**config.mk**
```make
export PLATFORM = sky130hd
export DESIGN_NAME = mux_2to1_flat
export DESIGN_NICKNAME = d
export VERILOG_FILES = /design/src/rtl/mux_pkg.sv /design/src/rtl/mux_2to1_if.sv /design/src/rtl/mux_out_reg.sv /design/src/rtl/mux_2to1.sv /design/src/flat_wrapper.sv
export SDC_FILE = /design/constraint.sdc
export NUM_CORES = 1
export LEC_CHECK = 0
export ABC_AREA = 1
export BUFFER_PORTS_ARGS = -buffer_cell sky130_fd_sc_hd__buf_2
export CAP_MARGIN = 15
export CORE_AREA = 3 3 40 42
export DETAILED_ROUTE_END_ITERATION = 7
export DIE_AREA = 0 0 43 45
export GPL_ROUTABILITY_DRIVEN = 0
export GPL_TIMING_DRIVEN = 0
export PLACE_DENSITY = 0.77
export SLEW_MARGIN = 25
export SYNTH_ARGS = -nofsm -noshare
export SYNTH_HDL_FRONTEND = slang
export SYNTH_SLANG_ARGS = --single-unit
```
**constraint.sdc**
```tcl
create_clock -name clk -period 2.7 [get_ports clk]
set_input_delay 0.27 -clock clk [delete_from_list [all_inputs] [get_ports clk]]
set_output_delay 0.27 -clock clk [all_outputs]
set_load 0.005 [all_outputs]
```
**src/rtl/mux_pkg.sv**
```systemverilog
// Shared constants and types for the 2:1 mux primitive.
//   DEFAULT_WIDTH : default data width of d0/d1/y/y_q
//   DEFAULT_CNT_W : default width of the select-transition counter
//   word_t        : data word at the default width
package mux_pkg;

   localparam int unsigned DEFAULT_WIDTH = 1;
   localparam int unsigned DEFAULT_CNT_W = 8;

   typedef logic [DEFAULT_WIDTH-1:0] word_t;

endpackage : mux_pkg

```
**src/rtl/mux_2to1_if.sv**
```systemverilog
// Bus bundle for mux_2to1.
//   d0, d1 : data inputs (WIDTH)
//   s      : select
//   en     : register enable for y_q/sel_q/sw_cnt
//   y      : combinational mux output (WIDTH)
//   y_q    : registered mux output (WIDTH)
//   sel_q  : registered select
//   sw_cnt : saturating count of select transitions (CNT_W)
// master drives the data/control side, slave is the mux itself.
interface mux_2to1_if
   import mux_pkg::*;
#(
   parameter int unsigned WIDTH = DEFAULT_WIDTH,
   parameter int unsigned CNT_W = DEFAULT_CNT_W
);

   logic [WIDTH-1:0] d0;
   logic [WIDTH-1:0] d1;
   logic             s;
   logic             en;
   logic [WIDTH-1:0] y;
   logic [WIDTH-1:0] y_q;
   logic             sel_q;
   logic [CNT_W-1:0] sw_cnt;

   modport master (
      output d0, d1, s, en,
      input  y, y_q, sel_q, sw_cnt
   );

   modport slave (
      input  d0, d1, s, en,
      output y, y_q, sel_q, sw_cnt
   );

endinterface : mux_2to1_if

```
**src/rtl/mux_out_reg.sv**
```systemverilog
// Enabled output register for the mux plus saturating select-transition counter.
//   clk, rst_n : clock, synchronous active-low reset
//   en         : load enable for all registers
//   d          : mux result to capture
//   s          : select to capture and compare against the stored select
//   y_q        : registered mux result
//   sel_q      : registered select
//   sw_cnt     : count of captured select changes, sticks at all-ones
module mux_out_reg
   import mux_pkg::*;
#(
   parameter int unsigned WIDTH = DEFAULT_WIDTH,
   parameter int unsigned CNT_W = DEFAULT_CNT_W
) (
   input  logic             clk,
   input  logic             rst_n,
   input  logic             en,
   input  logic [WIDTH-1:0] d,
   input  logic             s,
   output logic [WIDTH-1:0] y_q,
   output logic             sel_q,
   output logic [CNT_W-1:0] sw_cnt
);

   localparam logic [CNT_W-1:0] CNT_MAX = '1;

   logic [WIDTH-1:0] y_d;
   logic             sel_d;
   logic [CNT_W-1:0] cnt_d;
   logic [CNT_W-1:0] cnt_q;

   // Next-state: hold unless enabled; count only a change against the stored select.
   always_comb begin
      y_d   = y_q;
      sel_d = sel_q;
      cnt_d = cnt_q;
      if (en) begin
         y_d   = d;
         sel_d = s;
         if ((s != sel_q) && (cnt_q != CNT_MAX)) begin
            cnt_d = cnt_q + CNT_W'(1);
         end
      end
   end

   // State register; reset takes priority over the enable.
   always_ff @(posedge clk) begin
      if (!rst_n) begin
         y_q   <= '0;
         sel_q <= 1'b0;
         cnt_q <= '0;
      end else begin
         y_q   <= y_d;
         sel_q <= sel_d;
         cnt_q <= cnt_d;
      end
   end

   assign sw_cnt = cnt_q;

endmodule : mux_out_reg

```
**src/rtl/mux_2to1.sv**
```systemverilog
// Parameterised 2:1 selector with zero-latency output and a registered copy.
//   clk, rst_n : clock, synchronous active-low reset (registered path only)
//   bus        : mux_2to1_if slave - d0/d1/s/en in, y/y_q/sel_q/sw_cnt out
// y never depends on clk, rst_n or en.
module mux_2to1
   import mux_pkg::*;
#(
   parameter int unsigned WIDTH = DEFAULT_WIDTH,
   parameter int unsigned CNT_W = DEFAULT_CNT_W
) (
   input  logic       clk,
   input  logic       rst_n,
   mux_2to1_if.slave  bus
);

   // Combinational select.
   assign bus.y = bus.s ? bus.d1 : bus.d0;

   // Registered copy of the selected data and select history.
   mux_out_reg #(
      .WIDTH (WIDTH),
      .CNT_W (CNT_W)
   ) u_out_reg (
      .clk    (clk),
      .rst_n  (rst_n),
      .en     (bus.en),
      .d      (bus.y),
      .s      (bus.s),
      .y_q    (bus.y_q),
      .sel_q  (bus.sel_q),
      .sw_cnt (bus.sw_cnt)
   );

endmodule : mux_2to1

```
**src/flat_wrapper.sv**
```systemverilog
// flat-port wrapper written by rule: the top's interface ports become plain ports
module mux_2to1_flat import mux_pkg::*;
#(
   parameter int unsigned WIDTH = DEFAULT_WIDTH,
   parameter int unsigned CNT_W = DEFAULT_CNT_W
)
  (clk, rst_n, bus_d0, bus_d1, bus_s, bus_en, bus_y, bus_y_q, bus_sel_q, bus_sw_cnt);
  mux_2to1_if #(.WIDTH(WIDTH), .CNT_W(CNT_W)) bus_i ();
  input  logic clk;
  input  logic rst_n;
  input wire logic [$bits(bus_i.d0)-1:0] bus_d0;
  input wire logic [$bits(bus_i.d1)-1:0] bus_d1;
  input wire logic [$bits(bus_i.s)-1:0] bus_s;
  input wire logic [$bits(bus_i.en)-1:0] bus_en;
  output wire logic [$bits(bus_i.y)-1:0] bus_y;
  output wire logic [$bits(bus_i.y_q)-1:0] bus_y_q;
  output wire logic [$bits(bus_i.sel_q)-1:0] bus_sel_q;
  output wire logic [$bits(bus_i.sw_cnt)-1:0] bus_sw_cnt;
  assign bus_i.d0 = bus_d0;
  assign bus_i.d1 = bus_d1;
  assign bus_i.s = bus_s;
  assign bus_i.en = bus_en;
  assign bus_y = bus_i.y;
  assign bus_y_q = bus_i.y_q;
  assign bus_sel_q = bus_i.sel_q;
  assign bus_sw_cnt = bus_i.sw_cnt;
  mux_2to1 #(.WIDTH(WIDTH), .CNT_W(CNT_W)) u_core (.clk(clk), .rst_n(rst_n), .bus(bus_i));
endmodule
```
==> impl_summary.md, run 1 <==
Final layout
The end-of-flow core utilization is 54.1%. Compared with the post-synthesis result, the final layout area differs by 23.0%. The filler cells instantiated in the layout total 128.

The fraction of layout cells with a size suffix above 1 is 31.1%. The net count of the finished layout is 111. The area of all placed cells without fillers is 696 µm². The repair_antennas step left the layout with diodes totalling 0.

GRT
The first-pass GRT wire length is 1850 µm. Entering global routing, the biggest net connects 11 pins. After global routing the overflow that remains totals 0. The via count of the first global-routing pass is 451. The total routing resource utilization after global routing is 12.6%. The initial antenna violation count came to 0.

Clock network
The number of buffers inserted to repair setup after CTS is 0. The largest buffer count on any clock path is 2. TritonCTS built the clock tree.

In this run the clock root is driven by a clkbuf_4. The number of buffers added to fix hold violations after cts is 0. After clock tree synthesis, the repair step resized 0 gates.

CTS built an H-tree with a depth of 1. The tree built by TritonCTS fans out to 10 sinks. The clock insertion delay at the later pin of the skew report is 0.26 ns. The total clock buffers created by CTS is 3. The clock transition at the registers of the reported paths is 0.07 ns.

Worst setup path
The setup slack of the worst register-to-register path is 1.37 ns. The type of the setup path with the least slack is register to register. STA puts the critical path data arrival time at 1.49 ns. The worst flop-to-flop path endpoint is u_core.u_out_reg.sw_cnt[4]. The number of cells on the worst reg-to-reg path is 8. Of all nets on the critical path, the largest fanout is 8.

The critical path required time is 2.86 ns. The worst setup path is launched from a register. In this run the critical register-to-register path is launched from u_core.u_out_reg.sw_cnt[0]. The worst setup path is captured at a register.

Drt
The aggregate routed wire length is 1060 µm. The total vias in the final route is 544. After detailed routing, the number of remaining DRC violations is 0.

The wire length per cell after detailed routing is 8.95 µm. The number of nets with antenna violations after detailed routing is 0. Using the TritonRoute via totals, the vias-per-cell ratio works out to 4.61. The first-iteration detailed-routing DRC count is 12. The first-pass detailed-route iteration total is 4.

STA
The final clock period utilization by the worst path is 49.3%. The max-slew violation count is 0. The tightest hold path in the finished design has a slack of 0.275 ns.

Clock skew on the completed layout was measured at 0.00241 ns. Setup repair after global routing left no endpoint under its margin. Counting I/O delays and the setup requirement, the final critical path takes 1.33 ns. In this run the tightest slew margin relative to its limit is 84.0%.

The sum of negative setup slack is 0 ns. The transition time of the tightest slew-check pin is 0.238 ns. The fmax is 751 MHz. The final-report hold violation count is 0. The total setup violations reported at the end of the flow is 0.

Worst hold path
The startpoint of the worst hold path is bus_s. The worst hold-check path type is primary input to register. The path with the worst hold slack has its endpoint at u_core.u_out_reg.sel_q. The worst hold path passes through 3 cells.

Die
The count of boundary I/O pins is 17. The die covers 0.00194 mm². The die height is 45 µm. In this run the standard cell core region covers 0.00128 mm².

The die is 43 µm wide. The initial utilization of the core area, before any placement, comes to 44.0%. The row count is 13.

Synth
The number of nets in the synthesized netlist is 91. The area of the mapped netlist is 566 µm². The synthesized design spends more area on one cell type than any other, namely dfxtp_1. Counting flops and latches in the post-synthesis netlist gives 10. By instance count, the leading cell after synthesis is nand2_1. In the synthesized netlist, the number of instances is 84. The portion of synthesized cell area occupied by the leading cell type is 35.4%.

Sorting the synthesized cells by how often they occur yields nand2_1 (25), dfxtp_1 (10), inv_1 (10), nor2_1 (10). In the synthesized netlist the async set-or-reset flop fraction comes to 0%. Sequential cells were found to cover 35.4% of the synthesized design area. The average instance area after synthesis is 6.73 µm². In this run, synthesis inferred 0 flip-flops with an integrated enable. The netlist uses 21 different library cells.

For this run, the leading register cell type out of synthesis is dfxtp_1. In the post-synthesis netlist, the biggest area contributors are dfxtp_1 (35%), nand2_1 (17%), inv_1 (6.6%), nor2_1 (6.6%), a21oi_1 (4.4%). For this run, the number of Yosys warnings is 0.

Run status
The flow ran to the end, and the final reports show no timing, DRC or antenna violations.

Placement
The number of buffers inserted by port buffering is 15. Once detailed placement completed, the half-perimeter wirelength came to 842 µm. Summing all placed instances gives a cell area of 659 µm².

Pwr
The leakage power is 0.000362 µW. IR analysis of the VDD net gives a maximum drop of 328 µV. The power per standard cell area is 498 mW/mm². Overall power consumption after layout is estimated at 346 µW.

Flow run
Across the run, the number of max-cap violations was 0.
==> placed cells by master (no fill, tap or decap), drive strengths merged <==
| cell | n |
|---|---|
| a21oi | 6 |
| buf | 16 |
| clkbuf | 4 |
| clkinv | 1 |
| dfxtp | 10 |
| ha | 1 |
| inv | 11 |
| nand2 | 27 |
| nand3 | 6 |
| nor2 | 15 |
| nor3 | 1 |
| o211ai | 1 |
| o21ai | 2 |
| or2 | 1 |
| xor2 | 1 |
==> kinds of logic (layout without fill, tap and decap cells) <==
group	count (synthesis)	after routing	synth area share, %
AO/OA/AOI/OAI	9	9	11.1
XOR/XNOR	1	1	1.55
buffers and inverters	13	32	8.85
AND/OR/NAND/NOR	50	50	40.9
adder cells (fa/ha/maj)	1	1	2.21
flip-flops	10	10	35.4
==> cell type report <==
class	instances	area (µm²)	area share (%)
buffer	1	5.00	0.719
inverter	12	45.0	6.47
timing repair buffer	15	75.1	10.8
tap	15	18.8	2.70
multi-input combinational	61	315	45.3
sequential	10	200	28.8
clock buffer	4	36.3	5.22
==> metrics by stage <==
step / cells / setup slack (ns)
floorplan: 84 / 1.46
global placement: 114 / 1.38
detailed placement: 114 / 1.37
CTS: 118 / 1.35
global route: 118 / 1.21
finish: 118 / 1.37
==> flip-flops by register name (all words and copies together) (netlist names) <==
register / count
u_core.u_out_reg.sw_cnt: 8
u_core.u_out_reg.sel_q: 1
u_core.u_out_reg.y_q: 1
==> routing by layer <==
layer	share of wire [%]	GRT usage, %	routed length [µm]	up-vias
met3	8.6	2.79	91	0
met4	0	7.23	0	0
met1	46	17.7	487	229
met2	45	17.7	477	17
li1	-	-	-	298
met5	0	0	0	-
==> power by group <==
group	switching (µW)	internal (µW)
Sequential	6.67	155
Clock	52.7	81.8
Combinational	28.6	21.7
Total	87.9	258
==> critical path, cell delays in order, from the launching register on <==
cell and delay [ns]:
dfxtp_1 0.37, ha_1 0.17, nand2_1 0.12, nor2_4 0.17, nand2_2 0.08, nand3_2 0.15, nand2_1 0.07, nand2_1 0.06
nor2_1 0.04
==> worst max path at each step <==
| stage | depth (start not counted) | from | to | slack, ns |
|---|---|---|---|---|
| 2_1_floorplan | 8 | u_core.u_out_reg.sw_cnt[0] | u_core.u_out_reg.sw_cnt[2] | 1.46 |
| 3_3_place_gp | 8 | u_core.u_out_reg.sw_cnt[0] | u_core.u_out_reg.sw_cnt[2] | 1.38 |
| 3_5_place_dp | 8 | u_core.u_out_reg.sw_cnt[0] | u_core.u_out_reg.sw_cnt[4] | 1.37 |
| 4_1_cts | 8 | u_core.u_out_reg.sw_cnt[0] | u_core.u_out_reg.sw_cnt[4] | 1.35 |
| 5_1_grt | 8 | u_core.u_out_reg.sw_cnt[0] | u_core.u_out_reg.sw_cnt[2] | 1.21 |
| 6_report | 8 | u_core.u_out_reg.sw_cnt[0] | u_core.u_out_reg.sw_cnt[4] | 1.37 |
No activity file was read; power rests on OpenSTA's default activity.
==> run 2: changes to the inputs <==
- ABC_AREA: 1 -> 0
- PLACE_DENSITY: 0.77 -> 0.69
- clock period: 2.7 -> 1.3 ns (I/O delays scaled with it)
==> impl_summary.md, run 2 <==
Run status
The run finished, with violations left. The checks that failed: setup timing.

Worst setup path
STA classifies the critical path endpoint as a register. The signal on the critical path passes through ha_4 > nand3_4 > o211ai_4 > or4_4 > a21oi_2. The slowest library cell on the worst path is or4_4. In this run the critical register-to-register path is launched from u_core.u_out_reg.sw_cnt[1]. The data arrival at the endpoint of the critical path is 1.59 ns (+0.10 ns).

The startpoint class of the critical path is a register. The setup slack of the worst register-to-register path is -0.09 ns (-1.46 ns). The critical path's largest stage delay came to 0.49 ns (+0.12 ns). The worst flop-to-flop path endpoint is u_core.u_out_reg.sw_cnt[5]. The cell count of the worst reg-to-reg path is 5 (-3). The type of the setup path with the least slack is register to register. The maximum fanout encountered on the critical timing path was 6 (-2). The critical path required time is 1.50 ns (-1.36 ns).

Synth
Counting instances in the post-synthesis netlist gives the leading cell types as dfxtp_1 (10), a21oi_1 (6), nand3_1 (4), nor2_1 (4). The count of flip-flops with a built-in enable after synthesis is 0 (unchanged). The number of register bits inferred by synthesis is 10 (unchanged). In the post-synthesis netlist, the biggest area contributors are dfxtp_1 (43%), a21oi_1 (6.5%), mux2i_1 (6.5%), o31ai_1 (4.9%), or4_1 (4.9%). The portion of synthesized cell area occupied by the leading cell type is 43.4% (+8.0 points).

The number of distinct standard cells referenced by the synthesized netlist is 19 (-9.5%). The total nets after synthesis is 57 (-37%). The area of the mapped netlist came to 462 µm² (-18%).

dfxtp_1 is the most common cell in the netlist. The portion of the post-synthesis area used by sequential elements is 43.4% (+8.0 points). The async set-or-reset flop fraction in the synthesized netlist is 0% (unchanged). The commonest register cell after synthesis is dfxtp_1. The library cell with the largest summed area after synthesis is dfxtp_1.

The count of synthesis-stage warnings from yosys is 0 (unchanged). The post-synthesis instance total is 50 (-40%). The average instance area after synthesis is 9.23 µm² (+37%).

Pwr
The total internal power is 530 µW (+110%). The power dissipated by switching net loads was 165 µW (+87%). The part of the power in registers is 46.4% (-0.2 points). The worst-case vdd ir drop came to 693 µV (+110%). The power per standard cell area is 962 mW/mm² (+93%). The portion of total power attributed to combinational logic was 13.0% (-1.5 points). The leakage power was 0.000304 µW (-16%). The switching fraction of total power came to 23.7% (-1.7 points). The overall power after layout is 694 µW (+100%). The share of total power in the clock network is 40.6% (+1.8 points).

Final layout
The count of nets after finishing is 85 (-23%). The number of antenna repair diodes is 0 (unchanged). The fraction of layout cells with a size suffix above 1 is 59.7% (+29 points). In the layout the commonest cells are buf_2 (17), buf_4 (6), dfxtp_2 (5). The number of flip-flops in the largest register is 8 (unchanged). The most common cell after layout, fill and taps aside is buf_2. The layout-stage area growth over the synthesis result is 56.4%. The number of inserted filler cells in the final layout is 122 (-4.7%).

Die
The area of the core region is 0.00128 mm² (unchanged). The initial standard-cell utilization of the core is 35.9% (-8.1 points). The row count was 13 (unchanged). The count of boundary I/O pins is 17 (unchanged).

The full die area is 0.00194 mm² (unchanged). The die height is 45 µm (unchanged). The die span in x is 43 µm (unchanged).

STA
The final-report hold violation count was 0 (unchanged). The worst clock skew on the final layout is 0.00741 ns (+0.00500 ns). The worst slew margin relative to its limit is 79.0% (-5.0 points). The transition time of the tightest slew-check pin is 0.313 ns (+0.0751 ns).

The fmax is 721 MHz (-4.0%). The final critical-path required period is 1.39 ns (+0.0560 ns). The worst setup margin was -0.0872 ns (-1.46 ns). The total setup violations reported at the end of the flow is 8 (+8). The max-slew violation count came to 0 (unchanged).

Setup repair after global routing could not meet its margin everywhere. The final clock period utilization by the worst path was 107% (+57 points). The post-route worst hold slack is 0.189 ns (-0.0857 ns).

Worst hold path
The number of cells on the worst hold path is 3 (unchanged). The hold-critical path endpoint is u_core.u_out_reg.sel_q. The path class of the tightest hold or removal check is primary input to register. The startpoint identified for the worst hold timing path is bus_s.

Drt
The total vias in the final route is 484 (-11%). The via density per instance was 5.26 (+14%). The aggregate routed wire length is 1140 µm (+7.5%). The routed length on met1 is 442 µm (-9.2%). The first-pass detailed-route iteration total is 4 (unchanged). The sum of met3 wire segment lengths after detailed routing is 94 µm (+3.3%).

The number of nets with antenna violations after detailed routing is 0 (unchanged). The amount of wire on met2 after detailed routing is 598 µm (+25%). The wire length per cell after detailed routing is 12.3 µm (+38%). The DRC violation count after routing came to 0 (unchanged).

The uppermost layer routed is met3. The first-iteration detailed-routing DRC count is 6 (-6).

Clock network
The H-tree depth reported by CTS is 1 (unchanged). CTS placed an instance of clkbuf_4 at the clock tree root. The TritonCTS clock tree is done.

The total clock buffers created by CTS is 3 (unchanged). The clock insertion delay at the later pin of the skew report is 0.27 ns (about the same). The clock transition at the registers of the reported paths is 0.07 ns (about the same). The number of clock sinks seen by CTS came to 10 (unchanged). The largest buffer count on any clock path is 2 (unchanged).

Placement
The sum of net half-perimeters after detailed placement is 731 µm (-13%). The number of buffers inserted by port buffering is 16 (+1).

Flow run
The max-cap check violation count is 0 (unchanged).

GRT
The first-pass GRT wire length was 2020 µm (+9.3%). The via count of the first global-routing pass is 481 (+6.7%). The initial antenna violation count is 0 (unchanged). The total routing resource utilization after global routing is 14.3% (+1.7 points).

The largest net degree at the start of global routing was 11 (unchanged). The aggregate global routing overflow is 0 (unchanged).
[run 2: cells by family after synthesis]
family,share of synthesized area [%]
compound gates,17.3
xor+xnor,3.79
fa+ha+maj,2.71
buf+inv,4.06
flops,43.4
mux,8.94
simple gates,19.8
[run 2: metrics by stage]
step                      area (µm²)  setup WS (ns)  TNS (ns)  instances  utilization, %
after floorplan                  484        -0.0364   -0.0665         50               -
after global placement           583        -0.0965    -0.528         81            45.4
after detailed placement         583         -0.113    -0.653         81            45.4
after CTS                        696        -0.0754    -0.308         91            54.1
after global routing             722         -0.154     -1.13         92            56.2
final                            722        -0.0872    -0.362         92            56.2
[run 2: power groups by stage]
| stage | clock, µW | sequential, µW | combinational (µW) |
|---|---|---|---|
| 3_5_place_dp | 0 | 335 | 70.4 |
| 6_report | 282 | 323 | 89.9 |
| 4_1_cts | 294 | 322 | 89.3 |
| 2_1_floorplan | 0 | 335 | 40.4 |
| 3_3_place_gp | 0 | 334 | 69.0 |
| 5_1_grt | 313 | 324 | 100 |
[run 2: worst max-delay path by stage]
stage	start	endpoint	slack, ns	depth (start not counted)
6_report	u_core.u_out_reg.sw_cnt[1]	u_core.u_out_reg.sw_cnt[5]	-0.09	5
5_1_grt	u_core.u_out_reg.sw_cnt[6]	u_core.u_out_reg.sw_cnt[1]	-0.15	5
4_1_cts	u_core.u_out_reg.sw_cnt[1]	u_core.u_out_reg.sw_cnt[5]	-0.08	5
3_5_place_dp	u_core.u_out_reg.sw_cnt[0]	u_core.u_out_reg.sw_cnt[5]	-0.11	5
3_3_place_gp	u_core.u_out_reg.sw_cnt[3]	u_core.u_out_reg.sw_cnt[1]	-0.1	5
2_1_floorplan	u_core.u_out_reg.sw_cnt[0]	u_core.u_out_reg.sw_cnt[5]	-0.04	5
[run 2: timing repair]
| action | in CTS | in global routing |
|---|---|---|
| endpoints found under the setup margin | 8 | 8 |
| hold buffers | 0 | 0 |
| resized for setup | 11 | 4 |
| pin swaps | 5 | 4 |
| buffers inserted | 5 | 1 |
| cloned | 1 | 0 |
[run 2: area by class of cell]
type | count | area (µm²) | share of cell area (%)
timing repair buffer | 23 | 130 | 18.0
buffer | 1 | 11.3 | 1.56
clock buffer | 4 | 36.3 | 5.03
multi-input combinational | 37 | 300 | 41.6
sequential | 10 | 218 | 30.2
inverter | 2 | 7.51 | 1.04
tap | 15 | 18.8 | 2.60
[run 2: routing by layer]
layer | vias to the layer above | global-route usage, %
met5 | - | 0
met4 | 0 | 1.81
met3 | 0 | 7.17
met2 | 16 | 26.0
met1 | 228 | 15.4
li1 | 240 | -
[run 2: critical path: cells and delay by family, from the launching register on]
family          cells  cell delay (ns)
compound gates      2             0.23
fa+ha+maj           1             0.16
flops               1             0.35
simple gates        2             0.58
==> run 3: changes to the inputs <==
- GPL_TIMING_DRIVEN: 0 -> unset
==> impl_summary.md, run 3 (synthesized netlist as in run 2, its figures left out) <==
Run status
The run finished, with violations left. The checks that failed: setup timing.

Worst setup path
The critical path required time is 1.51 ns (about the same). The type of the setup path with the least slack is register to register. The maximum fanout encountered on the critical timing path is 3 (-3).

The category of cells accounting for the largest share of critical-path delay is simple AND/OR/NAND/NOR gates. STA classifies the critical path startpoint as a register. The slowest library cell on the worst path is or4_4.

The signal on the critical path passes through nand4_1 > buf_4 > or4_4 > a21oi_2. The buffers plus inverters on the worst setup path came to 1 (+1). The critical path's largest stage delay is 0.51 ns (+0.02 ns).

The data arrival at the endpoint of the critical path was 1.61 ns (+0.02 ns). The kind of capture point of the worst setup path is a register.

Pwr
The overall power after layout is 733 µW (+5.6%). The worst-case vdd ir drop is 625 µV (-9.9%). The power per standard cell area is 839 mW/mm² (-13%). The leakage power was 0.000402 µW (+32%).

Final layout
The layout-stage area growth over the synthesis result is 89.4%. The count of nets after finishing is 100 (+18%). The number of inserted filler cells in the final layout came to 95 (-22%). The number of flip-flops in the largest register was 8 (unchanged).

The library cells used most frequently in the layout, excluding fill and tap cells, are buf_4 (20), buf_2 (16), a21oi_1 (5), dfxtp_2 (5). The library cell used most frequently in the layout, excluding fill and tap cells, is buf_4. The area of all placed cells without fillers came to 875 µm² (+21%). The fraction of layout cells with a size suffix above 1 is 66.3% (+6.6 points). The number of antenna repair diodes is 0 (unchanged).

GRT
The total routing resource utilization after global routing is 14.7% (+0.42 points). The met3 track utilization from global routing is 7.17% (unchanged). The layer with the highest usage is met2. The initial antenna violation count came to 0 (unchanged).

The met1 track demand over resource is 14.1% (-1.2 points). The largest net degree at the start of global routing is 12 (+1). The met2 track demand over resource is 26.6% (+0.60 points). The aggregate global routing overflow is 0 (unchanged). The via count of the first global-routing pass came to 543 (+13%).

The first-pass GRT wire length is 2110 µm (+4.5%).

Die
The full die area is 0.00194 mm² (unchanged). The die span in x is 43 µm (unchanged). The row count is 13 (unchanged).

The initial standard-cell utilization of the core was 35.9% (unchanged). The area of the core region was 0.00128 mm² (unchanged). The die height was 45 µm (unchanged). The count of boundary I/O pins is 17 (unchanged).

STA
The final clock period utilization by the worst path is 108% (+0.99 points). The final critical-path required period is 1.40 ns (+0.0129 ns). The max-slew violation count came to 0 (unchanged).

The total setup violations reported at the end of the flow is 8 (unchanged). The worst clock skew on the final layout came to 0.00881 ns (+0.00140 ns). The worst slew margin relative to its limit was 80.4% (+1.4 points).

The final-report hold violation count came to 0 (unchanged). Setup repair after global routing could not meet its margin everywhere. The worst setup margin is -0.100 ns (-0.0129 ns).

The fmax is 714 MHz (-0.92%). The transition time of the tightest slew-check pin was 0.292 ns (-0.0205 ns).

Drt
The number of nets with antenna violations after detailed routing is 0 (unchanged). The first-pass detailed-route iteration total was 4 (unchanged). The aggregate routed wire length is 1440 µm (+27%).

The DRC violation count after routing is 0 (unchanged). The first-iteration detailed-routing DRC count is 4 (-2). The wire length per cell after detailed routing came to 13.4 µm (+9.0%). The via density per instance is 5.34 (+1.4%). The total vias in the final route came to 571 (+18%).

Clock network
The H-tree depth reported by CTS is 1 (unchanged). The total clock buffers created by CTS came to 3 (unchanged). TritonCTS built the clock tree. The number of buffers added to fix hold violations after cts came to 0 (unchanged). The clock insertion delay at the later pin of the skew report is 0.28 ns (about the same). The clock transition at the registers of the reported paths is 0.07 ns (about the same). The largest buffer count on any clock path is 2 (unchanged). The number of clock sinks seen by CTS is 10 (unchanged). The root buffer cell chosen for the clock tree is clkbuf_4.

Placement
The post-placement worst setup slack is -0.189 ns (-0.0758 ns). The sum of net half-perimeters after detailed placement is 911 µm (+25%). The number of buffers inserted by port buffering is 16 (unchanged).

The post-place instance area was 692 µm² (+19%).

Worst hold path
The worst hold-check path type is primary input to register.

Flow run
The max-cap check violation count is 0 (unchanged).
[run 3: worst min-delay path, cell delays in order]
cell and delay, ns:
buf_2 0.10, clkinv_1 0.17, a21oi_2 0.05
[run 3: power breakdown]
part	leakage, µW	internal (µW)	switching (µW)
Sequential	0.0000842	317	9.21
Clock	0.0000210	170	116
Combinational	0.000297	64.9	56.2
Total	0.000402	552	181
[run 3: layout make-up]
cell class	count	area [µm²]	share of cell area [%]
timing repair buffer	38	253	28.9
sequential	10	210	24.0
inverter	2	7.51	0.858
clock buffer	4	36.3	4.15
multi-input combinational	38	349	39.9
tap	15	18.8	2.15
[run 3: layer usage]
layer | part of all wire, % | routed length, µm
met5 | 0 | 0
met4 | 1.6 | 23
met3 | 6.5 | 93
met2 | 54 | 773
met1 | 38 | 548
[run 3: final timing paths]
check	start	endpoint	slack (ns)	cells past startpoint
setup reg to reg	u_core.u_out_reg.sw_cnt[4]	u_core.u_out_reg.sw_cnt[7]	-0.10	4
setup / recovery	u_core.u_out_reg.sw_cnt[4]	u_core.u_out_reg.sw_cnt[7]	-0.10	4
hold reg to reg	u_core.u_out_reg.y_q	u_core.u_out_reg.y_q	0.49	2
hold / removal	rst_n	u_core.u_out_reg.sw_cnt[7]	0.22	3
[run 3: timing repair]
item                       in CTS  in global routing
setup endpoints to repair       8                  8
buffers inserted                1                  5
pin swaps                       4                  8
gates resized for setup         6                 12
gates cloned                    0                  1
[run 3: metrics by stage]
stage / setup TNS, ns / hold WS [ns] / utilization (%) / std cells
floorplan: -0.0665 / 0.277 / - / 50
global placement: -0.865 / 0.441 / 53.8 / 96
detailed placement: -1.12 / 0.454 / 53.8 / 96
CTS: -0.646 / 0.194 / 59.3 / 101
global route: -1.17 / 0.252 / 68.1 / 107
finish: -0.558 / 0.217 / 68.1 / 107
